<file path="src/rtl/enable_sync_pkg.sv">
// -----------------------------------------------------------------------------
// enable_sync_pkg
//   Shared definitions for both ends of the enable-crossing path: the source
//   side (enable_handshake_tx) and the receive-side synchronizer.
//
//   Contents:
//     hs_state_t       four-phase handshake state (IDLE, REQ, RELEASE)
//     DEF_SYNC_STAGES  default depth of an ack/req synchronizer chain
//     DEF_TIMEOUT      default clk cycles allowed per handshake phase
//     DEF_CNT_W        default width of the pending-pulse counter
//     phase_cnt_w()    width needed for a phase counter counting 0..t
// -----------------------------------------------------------------------------
`timescale 1ns/1ps

package enable_sync_pkg;

  typedef enum logic [1:0] {
    IDLE    = 2'd0,
    REQ     = 2'd1,
    RELEASE = 2'd2
  } hs_state_t;

  localparam int DEF_SYNC_STAGES = 2;
  localparam int DEF_TIMEOUT     = 1023;
  localparam int DEF_CNT_W       = 4;

  // Width of a counter that must be able to hold values 0..t.
  function automatic int phase_cnt_w(input int t);
    return (t < 2) ? 1 : $clog2(t + 1);
  endfunction

endpackage

</file>
<file path="src/rtl/bit_sync.sv">
// -----------------------------------------------------------------------------
// bit_sync
//   Multi-flop synchronizer for a single level signal arriving from another
//   clock domain. Used for ack on the transmit side and for req on the
//   receive side.
//
//   Parameters:
//     SYNC_STAGES  number of flops in the chain (legal 2..4)
//
//   Ports:
//     clk    in   destination-domain clock
//     reset  in   asynchronous active-low reset (0 = in reset), clears chain
//     d      in   asynchronous input level
//     q      out  synchronized level, SYNC_STAGES clk edges after d
// -----------------------------------------------------------------------------
`timescale 1ns/1ps

module bit_sync
  import enable_sync_pkg::*;
#(
  parameter int SYNC_STAGES = DEF_SYNC_STAGES
) (
  input  logic clk,
  input  logic reset,
  input  logic d,
  output logic q
);

  logic [SYNC_STAGES-1:0] sync_reg;

  // First stage samples the asynchronous input; it may go metastable and is
  // never used by anything except the next stage.
  always_ff @(posedge clk or negedge reset) begin
    if (!reset) begin
      sync_reg[0] <= 1'b0;
    end else begin
      sync_reg[0] <= d;
    end
  end

  for (genvar gi = 1; gi < SYNC_STAGES; gi++) begin : g_stage
    always_ff @(posedge clk or negedge reset) begin
      if (!reset) begin
        sync_reg[gi] <= 1'b0;
      end else begin
        sync_reg[gi] <= sync_reg[gi-1];
      end
    end
  end

  assign q = sync_reg[SYNC_STAGES-1];

endmodule

</file>
<file path="src/rtl/enable_handshake_tx.sv">
// -----------------------------------------------------------------------------
// enable_handshake_tx
//   Source-side end of the enable-crossing path. Turns single-cycle enable
//   pulses into four-phase req/ack handshakes toward a synchronizer in another
//   clock domain. Pulses that arrive while a handshake is in flight are queued
//   in a saturating pending counter and launched back to back.
//
//   Optional feature (compile-time macro HS_TIMEOUT_EN):
//     defined   - each handshake phase is limited to TIMEOUT_CYCLES clk cycles;
//                 expiry sets sticky timeout, drops req_out and returns to
//                 IDLE without retrying the lost handshake.
//     undefined - no phase counter; REQ/RELEASE wait indefinitely, timeout=0.
//
//   Parameters:
//     SYNC_STAGES     flops on ack_in (2..4)
//     CNT_W           width of the pending counter
//     TIMEOUT_CYCLES  cycles allowed per phase (HS_TIMEOUT_EN only)
//
//   Ports:
//     clk       in   block clock
//     reset     in   asynchronous active-low reset (0 = in reset)
//     pulse_in  in   one-cycle enable request, synchronous to clk
//     ack_in    in   acknowledge from far domain, asynchronous to clk
//     req_out   out  registered handshake request
//     busy      out  high while a handshake is in progress (state != IDLE)
//     pending   out  pulses accepted but not yet launched
//     overflow  out  sticky: a pulse was dropped with pending saturated
//     timeout   out  sticky: a handshake phase expired (0 when feature off)
// -----------------------------------------------------------------------------
`timescale 1ns/1ps

module enable_handshake_tx
  import enable_sync_pkg::*;
#(
  parameter int SYNC_STAGES    = DEF_SYNC_STAGES,
  parameter int CNT_W          = DEF_CNT_W,
  parameter int TIMEOUT_CYCLES = DEF_TIMEOUT
) (
  input  logic             clk,
  input  logic             reset,
  input  logic             pulse_in,
  input  logic             ack_in,
  output logic             req_out,
  output logic             busy,
  output logic [CNT_W-1:0] pending,
  output logic             overflow,
  output logic             timeout
);

  localparam logic [CNT_W-1:0] PEND_MAX = '1;

  logic             ack_s;
  hs_state_t        state_reg;
  logic             req_reg;
  logic [CNT_W-1:0] pending_reg;
  logic [CNT_W-1:0] pending_next;
  logic             overflow_reg;
  logic             overflow_next;
  logic             launch;
  logic             pend_inc;
  logic             pend_dec;
  logic             hs_advance;
  logic             phase_expired;

  bit_sync #(
    .SYNC_STAGES (SYNC_STAGES)
  ) u_ack_sync (
    .clk   (clk),
    .reset (reset),
    .d     (ack_in),
    .q     (ack_s)
  );

  // A launch happens from IDLE whenever there is work: a fresh pulse or a
  // queued one.
  assign launch = (state_reg == IDLE) && (pulse_in || (pending_reg != '0));

  // A fresh pulse that launches directly with nothing queued bypasses the
  // counter; otherwise it is queued. A launch with work queued consumes one.
  assign pend_inc = pulse_in && !(launch && (pending_reg == '0));
  assign pend_dec = launch && (pending_reg != '0);

  // Normal progress out of the current phase (ack has the final word over an
  // expiring phase counter on the same edge).
  assign hs_advance = ((state_reg == REQ) && ack_s) ||
                      ((state_reg == RELEASE) && !ack_s);

  always_comb begin
    pending_next  = pending_reg;
    overflow_next = overflow_reg;
    if (pend_inc && !pend_dec) begin
      if (pending_reg == PEND_MAX) begin
        overflow_next = 1'b1;
      end else begin
        pending_next = pending_reg + CNT_W'(1);
      end
    end else if (pend_dec && !pend_inc) begin
      pending_next = pending_reg - CNT_W'(1);
    end
  end

  always_ff @(posedge clk or negedge reset) begin
    if (!reset) begin
      state_reg    <= IDLE;
      req_reg      <= 1'b0;
      pending_reg  <= '0;
      overflow_reg <= 1'b0;
    end else begin
      pending_reg  <= pending_next;
      overflow_reg <= overflow_next;
      case (state_reg)
        IDLE: begin
          // ack_s left high by a stray far-side ack is ignored here; REQ
          // below waits for it like any other ack.
          if (launch) begin
            state_reg <= REQ;
            req_reg   <= 1'b1;
          end
        end
        REQ: begin
          if (ack_s) begin
            state_reg <= RELEASE;
            req_reg   <= 1'b0;
          end else if (phase_expired) begin
            state_reg <= IDLE;
            req_reg   <= 1'b0;
          end
        end
        RELEASE: begin
          if (!ack_s || phase_expired) begin
            state_reg <= IDLE;
          end
        end
        default: begin
          state_reg <= IDLE;
          req_reg   <= 1'b0;
        end
      endcase
    end
  end

`ifdef HS_TIMEOUT_EN
  localparam int              PH_W    = phase_cnt_w(TIMEOUT_CYCLES);
  localparam logic [PH_W-1:0] PH_LAST = PH_W'(TIMEOUT_CYCLES - 1);

  logic [PH_W-1:0] phase_cnt_reg;
  logic            timeout_reg;

  // The counter holds the number of cycles already spent in the current
  // phase, so reaching PH_LAST on a non-advancing edge means this edge would
  // complete TIMEOUT_CYCLES cycles in the phase.
  assign phase_expired = (state_reg != IDLE) && !hs_advance &&
                         (phase_cnt_reg == PH_LAST);

  always_ff @(posedge clk or negedge reset) begin
    if (!reset) begin
      phase_cnt_reg <= '0;
      timeout_reg   <= 1'b0;
    end else begin
      if (launch || hs_advance || phase_expired) begin
        phase_cnt_reg <= '0;
      end else if (state_reg != IDLE) begin
        phase_cnt_reg <= phase_cnt_reg + PH_W'(1);
      end
      if (phase_expired) begin
        timeout_reg <= 1'b1;
      end
    end
  end

  assign timeout = timeout_reg;
`else
  logic unused_timeout_cfg;

  // Keeps the phase-limit parameter referenced when the feature is compiled
  // out; it has no effect on the logic.
  assign unused_timeout_cfg = (TIMEOUT_CYCLES > 0);
  assign phase_expired      = 1'b0;
  assign timeout            = 1'b0;
`endif

  assign req_out  = req_reg;
  assign busy     = (state_reg != IDLE);
  assign pending  = pending_reg;
  assign overflow = overflow_reg;

endmodule

</file>
<file path="config.mk">
export PLATFORM = sky130hd
export DESIGN_NAME = enable_handshake_tx
export DESIGN_NICKNAME = d
export VERILOG_FILES = /design/src/rtl/enable_sync_pkg.sv /design/src/rtl/bit_sync.sv /design/src/rtl/enable_handshake_tx.sv
export SDC_FILE = /design/constraint.sdc
export NUM_CORES = 1
export LEC_CHECK = 0
export CAP_MARGIN = 40
export CORE_AREA = 5 5 42 44
export DETAILED_ROUTE_END_ITERATION = 7
export DIE_AREA = 0 0 47 49
export HOLD_SLACK_MARGIN = 0.05
export SLEW_MARGIN = 20
export SYNTH_ARGS = -nofsm -noshare
export SYNTH_HDL_FRONTEND = slang
export SYNTH_SLANG_ARGS = --single-unit
</file>
<file path="constraint.sdc">
create_clock -name clk -period 2.7 [get_ports clk]
set_clock_uncertainty 0.15 [all_clocks]
set_input_delay 0.81 -clock clk [delete_from_list [all_inputs] [get_ports clk]]
set_output_delay 0.81 -clock clk [all_outputs]
set_load 0.1 [all_outputs]
</file>
==> run summary, run 1 <==
#FFs+latches synth: 10
cts bufs inserted: 3
result of the run: completed
Chip Height: 49 um
syn avg cell area: 10.9 sq um
Final nets: 69
DR vias: 359
CP Launch Type: input pin
setup ws final: 247 ps
post-synthesis net count: 54
Root Buffer: clkbuf_4
CTS tree: built
Post-CTS Hold Fix Bufs: 0
Final GP Congestion: 0.741
Yosys cell types: 26
die width: 47 um
RSZ-0062 raised after global routing: false
P&R area growth vs syn: 28.9%
critical-path cell list: clkdlybuf4s50_1 -> nand2_1 -> ha_1 -> a21o_1 -> a21oi_1 -> mux2i_1 -> xor2_1
Starting Density: 0.365
Port Buffers: 10
crit path max fanout: 4
Routed WL: 848 um
Multi-input gate area: 231 sq um
DR vias/cell: 4.66
max FFs per register: 4
layout cells sized above 1: 0.230
Synth area leaders: dfrtp_1, ha_1, a21oi_1
std cell rows: 14
Worst-path clk slew: 60 ps
post-DP HPWL: 666 um
max frequency: 408 MHz
clk buf depth: 2
Worst path depth: 7
CP max stage cell: clkdlybuf4s50_1
Clock Sinks: 10
1st-pass router iterations: 2
WL/cell: 11.0 um
Min-Delay Path Class: flip-flop to flip-flop
antenna violations before repair: 0
core area: 1400 sq um
vias in the first global route: 320
number of gates resized after CTS: 0
Yosys Warn Count: 0
grt total ovfl: 0
antenna cells: 0
Final Hold Fails: 0
Worst path top cell family by delay: buffers and inverters
Async S/R FF share, synth: 1.00
DRC Markers: 0
DR iter-0 viols: 5
io pins: 12
worst hold stages: 0
DRT antenna net count: 0
Setup CP Type: input pin to flip-flop
Max-Cap Viols: 0
dominant synthesized flop cell: dfrtp_1
Worst R2R Path Depth: 7
Register Area: 250 sq um
fillers: 147
Slew Limit Fails: 0
first-pass GRT wire length: 1380 um
Critical Path End Type: flip-flop
Max stage delay on crit path: 480 ps
clk_lat worst skew: 260 ps
dpl ws: -36.6 ps
Total Die Area: 2300 sq um
largest net degree at the start of global routing: 11
most frequent cells in the layout: dfrtp_1, buf_4, a21oi_1
WP data arrival: 2480 ps
post-CTS setup buffer count: 0
Seq/Total Area, Yosys: 0.489
Syn Std Cell Area: 512 sq um
minimum clock period: 2450 ps
total track usage: 0.0829
CP Data Required Time: 2730 ps
number of setup violations in the final report: 0
Yosys top cell area share: 0.489
Synth area leader: dfrtp_1
commonest non-fill, non-tap cell in the layout: dfrtp_1
EDFF count, synth: 0
Syn Inst Count: 47
final worst path period share: 0.909
H-Tree Depth: 1
Bufs and invs on worst path: 1
==> final timing paths <==
kind	startpoint	to	slack, ps
worst max register to register	state_reg[0]$_DFFE_PN0P_	pending[3]$_DFFE_PN0P_	330
worst min-delay path	u_ack_sync.sync_reg[0]$_DFF_PN0_	u_ack_sync.q$_DFF_PN0_	210
worst min register to register	u_ack_sync.sync_reg[0]$_DFF_PN0_	u_ack_sync.q$_DFF_PN0_	210
worst max-delay path	pulse_in	pending[3]$_DFFE_PN0P_	250
min in group asynchronous	reset	u_ack_sync.q$_DFF_PN0_	700
max in group asynchronous	reset	pending[3]$_DFFE_PN0P_	1410
==> worst reg2reg max path: cells and delay by family, from the launching register on <==
family	cells	cell delay (ps)
simple gates	2	650
fa+ha+maj	1	320
mux	1	230
compound gates	2	340
flops	1	420
xor+xnor	1	170
==> layer usage <==
layer  vias to the layer above  wire length [um]  track usage
met2                         9               371       0.0995
li1                        189                 -            -
met1                       159               425        0.124
met5                         -                 0            0
met4                         0                15       0.0691
met3                         2                35       0.0111
==> area by class of cell <==
type,instances,share of cell area
Sequential cell,10,0.380
Multi-Input combinational cell,32,0.351
Timing Repair Buffer,12,0.167
Clock buffer,4,0.0550
Tap cell,16,0.0304
Inverter,3,0.0171
==> cells by family (layout without fill, tap and decap cells) <==
group	after synthesis	after routing	synth area share
AOI/OAI and AO/OA	10	10	0.120
xor gates and xnor gates	4	4	0.0685
adders and majority gates	3	3	0.0880
buffers and inverters	5	19	0.0587
DFF	10	10	0.489
muxes	2	2	0.0416
other	1	1	0.00733
and+or+nand+nor	12	12	0.127
==> Yosys cell counts, drive strengths merged (2+ instances only) <==
cell / count
dfrtp: 10
xor2: 2
a21oi: 4
inv: 3
nand2: 3
nand3: 2
buf: 2
xnor2: 2
ha: 2
nor2: 2
==> per-stage QoR <==
step | instances | setup TNS (ps) | utilization | hold slack [ps] | instance area (sq um)
6_report | 77 | 0 | 0.471 | 205 | 659
5_1_grt | 77 | 0 | 0.471 | 219 | 659
4_1_cts | 77 | 0 | 0.471 | 206 | 659
3_5_place_dp | 73 | -36.6 | 0.445 | 191 | 623
3_3_place_gp | 73 | 0 | 0.445 | 184 | 623
2_1_floorplan | 47 | 0 | - | 181 | 512
Power of run 1 is not shown: default switching activity piles up to over one toggle a cycle in this logic, so the estimate is an artifact.
==> run 2, diff against run 1 <==
--- a/config.mk
+++ b/config.mk
@@ -6,9 +6,9 @@
 export NUM_CORES = 1
 export LEC_CHECK = 0
 export CAP_MARGIN = 40
-export CORE_AREA = 5 5 42 44
+export CORE_AREA = 2 2 39 41
 export DETAILED_ROUTE_END_ITERATION = 7
-export DIE_AREA = 0 0 47 49
+export DIE_AREA = 0 0 41 43
 export HOLD_SLACK_MARGIN = 0.05
 export SLEW_MARGIN = 20
 export SYNTH_ARGS = -nofsm -noshare
==> run 2 against run 1 <==
Against the previous run:
- design area did not move
- critical path type unchanged
- non-clock buffer count is the same
- die area down 23%
- cell count unchanged
==> run summary, run 2 (synthesis gave the netlist of run 1 again) <==
WP data arrival: 2500 ps (+20 ps)
crit path max fanout: 4 (unchanged)
minimum clock period: 2480 ps (+25.3 ps)
Critical Path End Type: flip-flop
most frequent cells in the layout: dfrtp_1, buf_4, a21oi_1
Clock Sinks: 10 (unchanged)
antenna violations before repair: 0 (unchanged)
Starting Density: 0.370 (+0.00462)
core area: 1380 sq um (-1.2%)
Port Buffers: 10 (unchanged)
Final GP Congestion: 0.716 (-3.3%)
Min-Delay Path Class: flip-flop to flip-flop
Final nets: 69 (unchanged)
Worst-path clk slew: 60 ps (about the same)
antenna cells: 0 (unchanged)
Slew Limit Fails: 0 (unchanged)
Final Hold Fails: 0 (unchanged)
commonest non-fill, non-tap cell in the layout: dfrtp_1
placed cell count: 73 (unchanged)
DRT antenna net count: 0 (unchanged)
final std cells w/o fill: 77 (unchanged)
DR iter-0 viols: 7 (+2)
number of gates resized after CTS: 0 (unchanged)
first-pass GRT wire length: 1370 um (-0.51%)
post-CTS setup buffer count: 0 (unchanged)
number of setup violations in the final report: 0 (unchanged)
Routed WL: 759 um (-10%)
P&R area growth vs syn: 28.9% (unchanged)
Root Buffer: clkbuf_4
DR vias: 359 (unchanged)
grt total ovfl: 0 (unchanged)
max frequency: 403 MHz (-1.0%)
Max-Cap Viols: 0 (unchanged)
WL/cell: 9.86 um (-10%)
H-Tree Depth: 1 (unchanged)
CTS tree: built
result of the run: completed
std cell rows: 14 (unchanged)
io pins: 12 (unchanged)
clk buf depth: 2 (unchanged)
total track usage: 0.119 (+0.0361)
Setup CP Type: input pin to flip-flop
Post-CTS Hold Fix Bufs: 0 (unchanged)
CP Data Required Time: 2720 ps (about the same)
layout cells sized above 1: 0.230 (unchanged)
final worst path period share: 0.918 (+0.00938)
cts bufs inserted: 3 (unchanged)
clk_lat worst skew: 250 ps (about the same)
max FFs per register: 4 (unchanged)
Chip Height: 43 um (-12%)
post-DP HPWL: 641 um (-3.8%)
1st-pass router iterations: 4 (+2)
largest net degree at the start of global routing: 11 (unchanged)
Total Die Area: 1760 sq um (-23%)
DRC Markers: 0 (unchanged)
RSZ-0062 raised after global routing: false
vias in the first global route: 334 (+4.4%)
die width: 41 um (-13%)
CP Launch Type: input pin
DR vias/cell: 4.66 (unchanged)
[run 2: cell counts in the layout (fill, tap and decap cells not counted)]
No cell type changed its count.
[run 2: metrics by stage]
stage          instance area [sq um]  setup WS, ps  hold slack (ps)  TNS [ps]  utilization
2_1_floorplan                    512           402              181         0            -
3_3_place_gp                     623        -0.883              185    -0.883        0.450
3_5_place_dp                     623         -28.8              187     -28.8        0.450
4_1_cts                          659           212              201         0        0.476
5_1_grt                          659          95.5              206         0        0.476
6_report                         659           222              199         0        0.476
[run 2: routing by layer]
metal,vias up,GRT usage,wire length [um]
met4,0,0.0800,8
met2,5,0.134,333
li1,193,-,-
met3,2,0.0314,20
met1,159,0.190,396
met5,-,0,0
[run 2: critical path, cell delays in order]
cell and delay (ps):
clkdlybuf4s50_1 480, nand2_1 120, ha_1 320, a21o_1 170, a21oi_1 180, mux2i_1 230
xor2_1 180
[run 2: path summary, 6_finish.rpt]
check                                                  from  slack, ps  cells after the start                     end
max reg2reg                        state_reg[0]$_DFFE_PN0P_        330                      7  pending[3]$_DFFE_PN0P_
min in group asynchronous                             reset        700                      1     req_out$_DFFE_PN0P_
min reg2reg                u_ack_sync.sync_reg[0]$_DFF_PN0_        200                      0  u_ack_sync.q$_DFF_PN0_
max in group asynchronous                             reset       1410                      1  pending[1]$_DFFE_PN0P_
max                                                pulse_in        220                      7  pending[3]$_DFFE_PN0P_
min                        u_ack_sync.sync_reg[0]$_DFF_PN0_        200                      0  u_ack_sync.q$_DFF_PN0_
[run 2: final cells by class]
cell class                 count  area, sq um
inverter                       3         11.3
tap                           16         20.0
clock buffer                   4         36.3
multi-input combinational     32          231
fill                         128          724
timing repair buffer          12          110
sequential                    10          250
Power of run 2 is left out for the same reason.
